===== config.mk =====
export PLATFORM = sky130hd
export DESIGN_NAME = switch_debouncer_flat
export DESIGN_NICKNAME = d
export VERILOG_FILES = /design/src/rtl/io_pkg.sv /design/src/rtl/switch_debouncer_if.sv /design/src/rtl/switch_debouncer_sync_2ff.sv /design/src/rtl/switch_debouncer.sv /design/src/flat_wrapper.sv
export SDC_FILE = /design/constraint.sdc
export NUM_CORES = 1
export LEC_CHECK = 0
export BUFFER_PORTS_ARGS = -buffer_cell sky130_fd_sc_hd__buf_2
export CORE_ASPECT_RATIO = 0.6
export CORE_MARGIN = 2
export CORE_UTILIZATION = 42
export CTS_BUF_LIST = sky130_fd_sc_hd__clkbuf_8
export CTS_CLUSTER_DIAMETER = 40
export DETAILED_ROUTE_END_ITERATION = 16
export GPL_TIMING_DRIVEN = 0
export PLACE_DENSITY = 0.61
export SETUP_SLACK_MARGIN = 0.4
export SYNTH_ARGS = -nofsm -noshare
export SYNTH_HDL_FRONTEND = slang
export SYNTH_HIERARCHICAL = 1
export SYNTH_SLANG_ARGS = --single-unit

===== constraint.sdc =====
create_clock -name clk -period 1.7 [get_ports clk]
set_input_delay 0.17 -clock clk [delete_from_list [all_inputs] [get_ports clk]]
set_output_delay 0.17 -clock clk [all_outputs]
set_load 0.01 [all_outputs]

===== src/rtl/io_pkg.sv =====
// Shared types for the front-panel I/O conditioning blocks.
package io_pkg;

    typedef enum logic [1:0] {
        S_LOW,
        S_RISE,
        S_HIGH,
        S_FALL
    } state_t;

endpackage


===== src/rtl/switch_debouncer_if.sv =====
// Board-side pins and conditioned outputs of the switch debouncer.
interface switch_debouncer_if #(
    parameter int BUS_WIDTH = 8
);
    logic                 btn_raw;
    logic [BUS_WIDTH-1:0] sw_raw;
    logic                 ready_in;
    logic [BUS_WIDTH-1:0] data_in;
    logic                 bounce;

    modport master (
        output btn_raw, sw_raw,
        input  ready_in, data_in, bounce
    );

    modport slave (
        input  btn_raw, sw_raw,
        output ready_in, data_in, bounce
    );
endinterface


===== src/rtl/switch_debouncer_sync_2ff.sv =====
// Two-flop synchroniser for asynchronous pin inputs, any width.
module sync_2ff #(
    parameter int WIDTH = 1
) (
    input  logic             clk,
    input  logic             rst_n,
    input  logic [WIDTH-1:0] d,
    output logic [WIDTH-1:0] q
);
    logic [WIDTH-1:0] meta;

    always_ff @(posedge clk) begin
        if (!rst_n) begin
            meta <= '0;
            q    <= '0;
        end else begin
            meta <= d;
            q    <= meta;
        end
    end
endmodule


===== src/rtl/switch_debouncer.sv =====
// Debounces the ready push-button and latches the data switches when a
// press is confirmed.
module switch_debouncer
    import io_pkg::*;
#(
    parameter int BUS_WIDTH       = 8,
    parameter int DEBOUNCE_CYCLES = 50000
) (
    input  logic               clk,
    input  logic               rst_n,
    switch_debouncer_if.slave  io
);
    localparam int CW = (DEBOUNCE_CYCLES > 1) ? $clog2(DEBOUNCE_CYCLES) : 1;
    localparam logic [CW-1:0] CNT_LAST = CW'(DEBOUNCE_CYCLES - 1);

    logic                 btn_s;
    logic [BUS_WIDTH-1:0] sw_s;

    sync_2ff #(.WIDTH(1)) u_sync_btn (
        .clk(clk), .rst_n(rst_n), .d(io.btn_raw), .q(btn_s)
    );

    sync_2ff #(.WIDTH(BUS_WIDTH)) u_sync_sw (
        .clk(clk), .rst_n(rst_n), .d(io.sw_raw), .q(sw_s)
    );

    state_t               state, state_nxt;
    logic [CW-1:0]        cnt, cnt_nxt;
    logic                 load_data, bounce_nxt;
    logic                 ready_q, bounce_q;
    logic [BUS_WIDTH-1:0] data_q;

    // ready_in gets its own flop from the next state so the output never
    // sees a multi-bit state decode glitch.
    always_ff @(posedge clk) begin
        if (!rst_n) begin
            state    <= S_LOW;
            cnt      <= '0;
            ready_q  <= 1'b0;
            data_q   <= '0;
            bounce_q <= 1'b0;
        end else begin
            state    <= state_nxt;
            cnt      <= cnt_nxt;
            ready_q  <= (state_nxt == S_HIGH) || (state_nxt == S_FALL);
            bounce_q <= bounce_nxt;
            if (load_data) data_q <= sw_s;
        end
    end

    always_comb begin
        state_nxt  = state;
        cnt_nxt    = cnt;
        load_data  = 1'b0;
        bounce_nxt = 1'b0;
        case (state)
            S_LOW: begin
                if (btn_s) begin
                    state_nxt = S_RISE;
                    cnt_nxt   = '0;
                end
            end
            S_RISE: begin
                if (!btn_s) begin
                    state_nxt  = S_LOW;
                    cnt_nxt    = '0;
                    bounce_nxt = 1'b1;
                end else if (cnt == CNT_LAST) begin
                    state_nxt = S_HIGH;
                    cnt_nxt   = '0;
                    load_data = 1'b1;
                end else begin
                    cnt_nxt = cnt + 1'b1;
                end
            end
            S_HIGH: begin
                if (!btn_s) begin
                    state_nxt = S_FALL;
                    cnt_nxt   = '0;
                end
            end
            S_FALL: begin
                if (btn_s) begin
                    state_nxt  = S_HIGH;
                    cnt_nxt    = '0;
                    bounce_nxt = 1'b1;
                end else if (cnt == CNT_LAST) begin
                    state_nxt = S_LOW;
                    cnt_nxt   = '0;
                end else begin
                    cnt_nxt = cnt + 1'b1;
                end
            end
            default: begin
                state_nxt = S_LOW;
                cnt_nxt   = '0;
            end
        endcase
    end

    assign io.ready_in = ready_q;
    assign io.data_in  = data_q;
    assign io.bounce   = bounce_q;
endmodule


===== src/flat_wrapper.sv =====
// flat-port wrapper written by rule: the top's interface ports become plain ports
module switch_debouncer_flat import io_pkg::*;
#(
    parameter int BUS_WIDTH       = 8,
    parameter int DEBOUNCE_CYCLES = 50000
)
  (clk, rst_n, io_btn_raw, io_sw_raw, io_ready_in, io_data_in, io_bounce);
  switch_debouncer_if #(.BUS_WIDTH(BUS_WIDTH)) io_i ();
  input  logic clk;
  input  logic rst_n;
  input wire logic [$bits(io_i.btn_raw)-1:0] io_btn_raw;
  input wire logic [$bits(io_i.sw_raw)-1:0] io_sw_raw;
  output wire logic [$bits(io_i.ready_in)-1:0] io_ready_in;
  output wire logic [$bits(io_i.data_in)-1:0] io_data_in;
  output wire logic [$bits(io_i.bounce)-1:0] io_bounce;
  assign io_i.btn_raw = io_btn_raw;
  assign io_i.sw_raw = io_sw_raw;
  assign io_ready_in = io_i.ready_in;
  assign io_data_in = io_i.data_in;
  assign io_bounce = io_i.bounce;
  switch_debouncer #(.BUS_WIDTH(BUS_WIDTH), .DEBOUNCE_CYCLES(DEBOUNCE_CYCLES)) u_core (.clk(clk), .rst_n(rst_n), .io(io_i));
endmodule

==> results.txt <==
----------------------------------------------------
[Global routing]
  Global-route wire length before repair ... 8.52 mm
  Number of global-route vias before repair ... 1705
  Met2 track demand over resource in global routing ... 31.9%
  GR Overflow Total ... 0
  Pin count of the biggest net entering global routing ... 15
  Global-route track usage on met3 ... 5.96%
  GR Util All Layers ... 21.5%
  Busiest layer in global routing ... met2
  Met1 track demand over resource in global routing ... 29.7%
  Number of antenna violations at the first check in global routing ... 0

[Die]
  Die area ... 0.00507 mm^2
  Die Y ... 56.0 um
  Number of cell rows ... 18
  Count of boundary I/O pins ... 21
  Die width ... 90.6 um
  Core region area ... 0.00421 mm^2
  Starting utilization of the core area ... 44.9%

[Route]
  Vias/cell ... 5.89
  DRC violation count after routing ... 0
  Routed vias ... 1801
  Number of nets with antenna violations after detailed routing ... 0
  Routed len/inst ... 17.2 um
  WL final ... 5.27 mm
  Iteration-0 DRC count of the detailed router ... 127
  First drt pass iteration count ... 6

[Finish]
  Final standard cell utilization of the core ... 64.4%
  Share of cells above drive strength 1 ... 50.4%
  Number of antenna cells inserted ... 0
  Number of nets at the end of the flow ... 257
  Synth-to-layout area growth ... 43.5%

[Worst setup path]
  Endpoint arrival time on the critical path ... 1800 ps
  Destination of the worst register-to-register timing path ... u_core/cnt[13]
  Critical Path Start Type ... flip-flop
  Required time at the endpoint of the critical path ... 1900 ps
  Setup CP Type ... reg2reg
  Delay of the slowest critical-path stage ... 500 ps
  Cell-by-cell trace of the critical path ... buf_6 > nand4_1 > or4_4 > a31o_1 > a21o_1
  Register-to-register setup slack ... 90 ps
  Crit. End Element ... flip-flop
  Logic depth of the worst register-to-register path ... 5
  Max FO, Critical Path ... 5
  Buffers and inverters on the worst path ... 1
  Kind of cell adding the most delay to the critical path ... simple AND/OR/NAND/NOR gates
  Worst-path cell with the longest stage delay ... sky130_fd_sc_hd__or4_4
  Origin of the critical flop-to-flop path ... u_core/cnt[0]

[Clock network]
  TritonCTS Sinks ... 46
  TritonCTS clock tree ... done
  Clock-pin slew on the worst setup and hold paths ... 80 ps
  Maximum clock path buffer count ... 2
  Source-to-sink clock delay at the later pin of the worst-skew pair ... 300 ps
  CTS buffer count ... 5
  Cell at the root of the clock tree ... sky130_fd_sc_hd__clkbuf_8
  Level count of the clock H-tree ... 2

[Logic synthesis]
  Main flop type after synthesis ... sky130_fd_sc_hd__dfxtp_1
  Cell type with the highest aggregate area in the netlist ... sky130_fd_sc_hd__dfxtp_1
  Most frequent cells after synthesis ... sky130_fd_sc_hd__dfxtp_1 (46), sky130_fd_sc_hd__a21oi_1 (17), sky130_fd_sc_hd__o21ai_0 (15)
  Syn Area/Cell ... 9.51 um^2
  Area share of the largest cell type after synthesis ... 48.7%
  Largest cells by area after synthesis ... sky130_fd_sc_hd__dfxtp_1 (49%), sky130_fd_sc_hd__and2_2 (4.8%), sky130_fd_sc_hd__a21oi_1 (4.5%)
  Synthesized netlist cell count ... 199
  Fraction of synthesis flops using an asynchronous set or reset pin ... 0%
  Synthesized flop and latch total ... 46
  Count of flip-flops with a built-in enable after synthesis ... 0
  Sequential fraction of the synthesis area ... 48.7%
  Yosys warnings ... 6
  Most frequently used cell type in the post-synthesis netlist ... sky130_fd_sc_hd__dfxtp_1
  Netlist cell types ... 49
  Net Count, Synth ... 211
  Cell area after technology mapping ... 0.00189 mm^2

[STA]
  Final slew viol count ... 0
  Min Hold Slack ... 77.1 ps
  Final hold violation count ... 0
  Clk_skew ... 4.17 ps
  Slew at the pin closest to its max-slew limit ... 714 ps
  Period utilisation layout ... 94.5%
  Headroom to the max-slew limit ... 52.2%
  Period minus WS final ... 1610 ps
  Max Clock Freq ... 623 MHz
  Total setup violations reported at the end of the flow ... 0
  Final-layout setup total negative slack ... 0 ps
  Unrepaired setup endpoints after global routing ... yes

[Placed design]
  Placed wire-length estimate ... 3.29 mm
  Final weighted congestion in routability-driven placement ... 0.824
  Count of input and output buffers ... 20

[Pwr]
  Max rail drop VDD ... 0.000373 V
  Power per cell area ... 732 mW/mm^2
  PnR Total Power ... 0.00199 W
  Leakage component of the power ... 1.01 nW

[Hold path]
  Path type of the worst min-delay path ... in2reg
  Worst hold path stage count ... 2
  Worst hold path endpoint ... u_core/u_sync_btn/meta
  Hold Startpoint ... io_btn_raw

[Flow run]
  Max-cap check violation count ... 0

[Status]
  Status ... completed

----------------------------------------------------
==> report_power, final <==
part	total, W	internal [W]	switching [W]
clock network	0.000790	0.000432	0.000358
registers	0.00110	0.00109	0.00000839
logic	0.0000976	0.0000434	0.0000542
==> logic make-up after synthesis <==
logic type / Yosys count / share of synthesized area, %
compound gates: 53 / 17.3
simple gates: 83 / 28.2
xor+xnor: 2 / 0.926
buf+inv: 14 / 4.23
fa+ha+maj: 1 / 0.661
flops: 46 / 48.7
==> worst max-delay path by stage <==
stage / slack, ps / startpoint / cells after the start / endpoint
after CTS: 100 / u_core/cnt[0] / 7 / u_core/cnt[9]
after global routing: 30 / u_core/cnt[13] / 6 / u_core/cnt[14]
after detailed placement: -90 / u_core/cnt[11] / 5 / u_core/cnt[9]
after floorplan: 150 / u_core/cnt[8] / 5 / u_core/cnt[13]
after global placement: -100 / u_core/cnt[11] / 5 / u_core/cnt[9]
final: 90 / u_core/cnt[0] / 5 / u_core/cnt[13]
==> cells in the final DEF (no fill, tap or decap), drive strengths merged, types with 2 or more instances in the layout <==
master,count
and4,2
or3,3
o21ai,16
nand3b,2
or4,2
dfxtp,46
a311oi,4
and2,19
inv,3
buf,43
nand4b,2
clkinv,4
nor2,11
nor4b,3
a21oi,17
a31o,4
a22o,3
nand2,7
nand3,8
a31oi,4
nand4,13
nor3,5
clkbuf,9
==> metrics by stage <==
stage,cell area [um^2],std cells,setup WS [ps]
floorplan,1990,199,147
global placement,2160,279,-101
detailed placement,2160,279,-93.3
CTS,2600,302,104
global route,2710,306,29.0
finish,2710,306,93.9
==> state kept, by name, indices dropped and copies added (netlist names) <==
register / flops
u_core/cnt: 16
u_core/io.data_in: 8
u_core/u_sync_sw/meta: 8
u_core/u_sync_sw/q: 8
u_core/state: 2
u_core/io.bounce: 1
u_core/io.ready_in: 1
u_core/u_sync_btn/meta: 1
u_core/u_sync_btn/q: 1
==> what timing repair did <==
action | CTS | global route
pin swaps | 20 | 10
endpoints found under the setup margin | 27 | 27
hold buffers | 0 | 0
setup buffers | 13 | 4
gates cloned | 2 | 0
resized for setup | 46 | 15
==> final cells by class <==
| type | instances | area [um^2] |
|---|---|---|
| buffer | 9 | 98.8 |
| clock buffer | 5 | 68.8 |
| clock inverter | 3 | 40.0 |
| fill | 327 | 1500 |
| inverter | 5 | 23.8 |
| multi-input combinational | 139 | 1150 |
| sequential | 46 | 951 |
| tap | 60 | 75.1 |
| timing repair buffer | 39 | 305 |
==> routing by layer <==
metal	wire [um]	part of all wire (%)	up-vias
li1	-	-	839
met1	2360	45	880
met2	2390	45	71
met3	425	8.1	11
met4	98	1.9	0
met5	0	0	-
No activity file was read; power rests on OpenSTA's default activity.
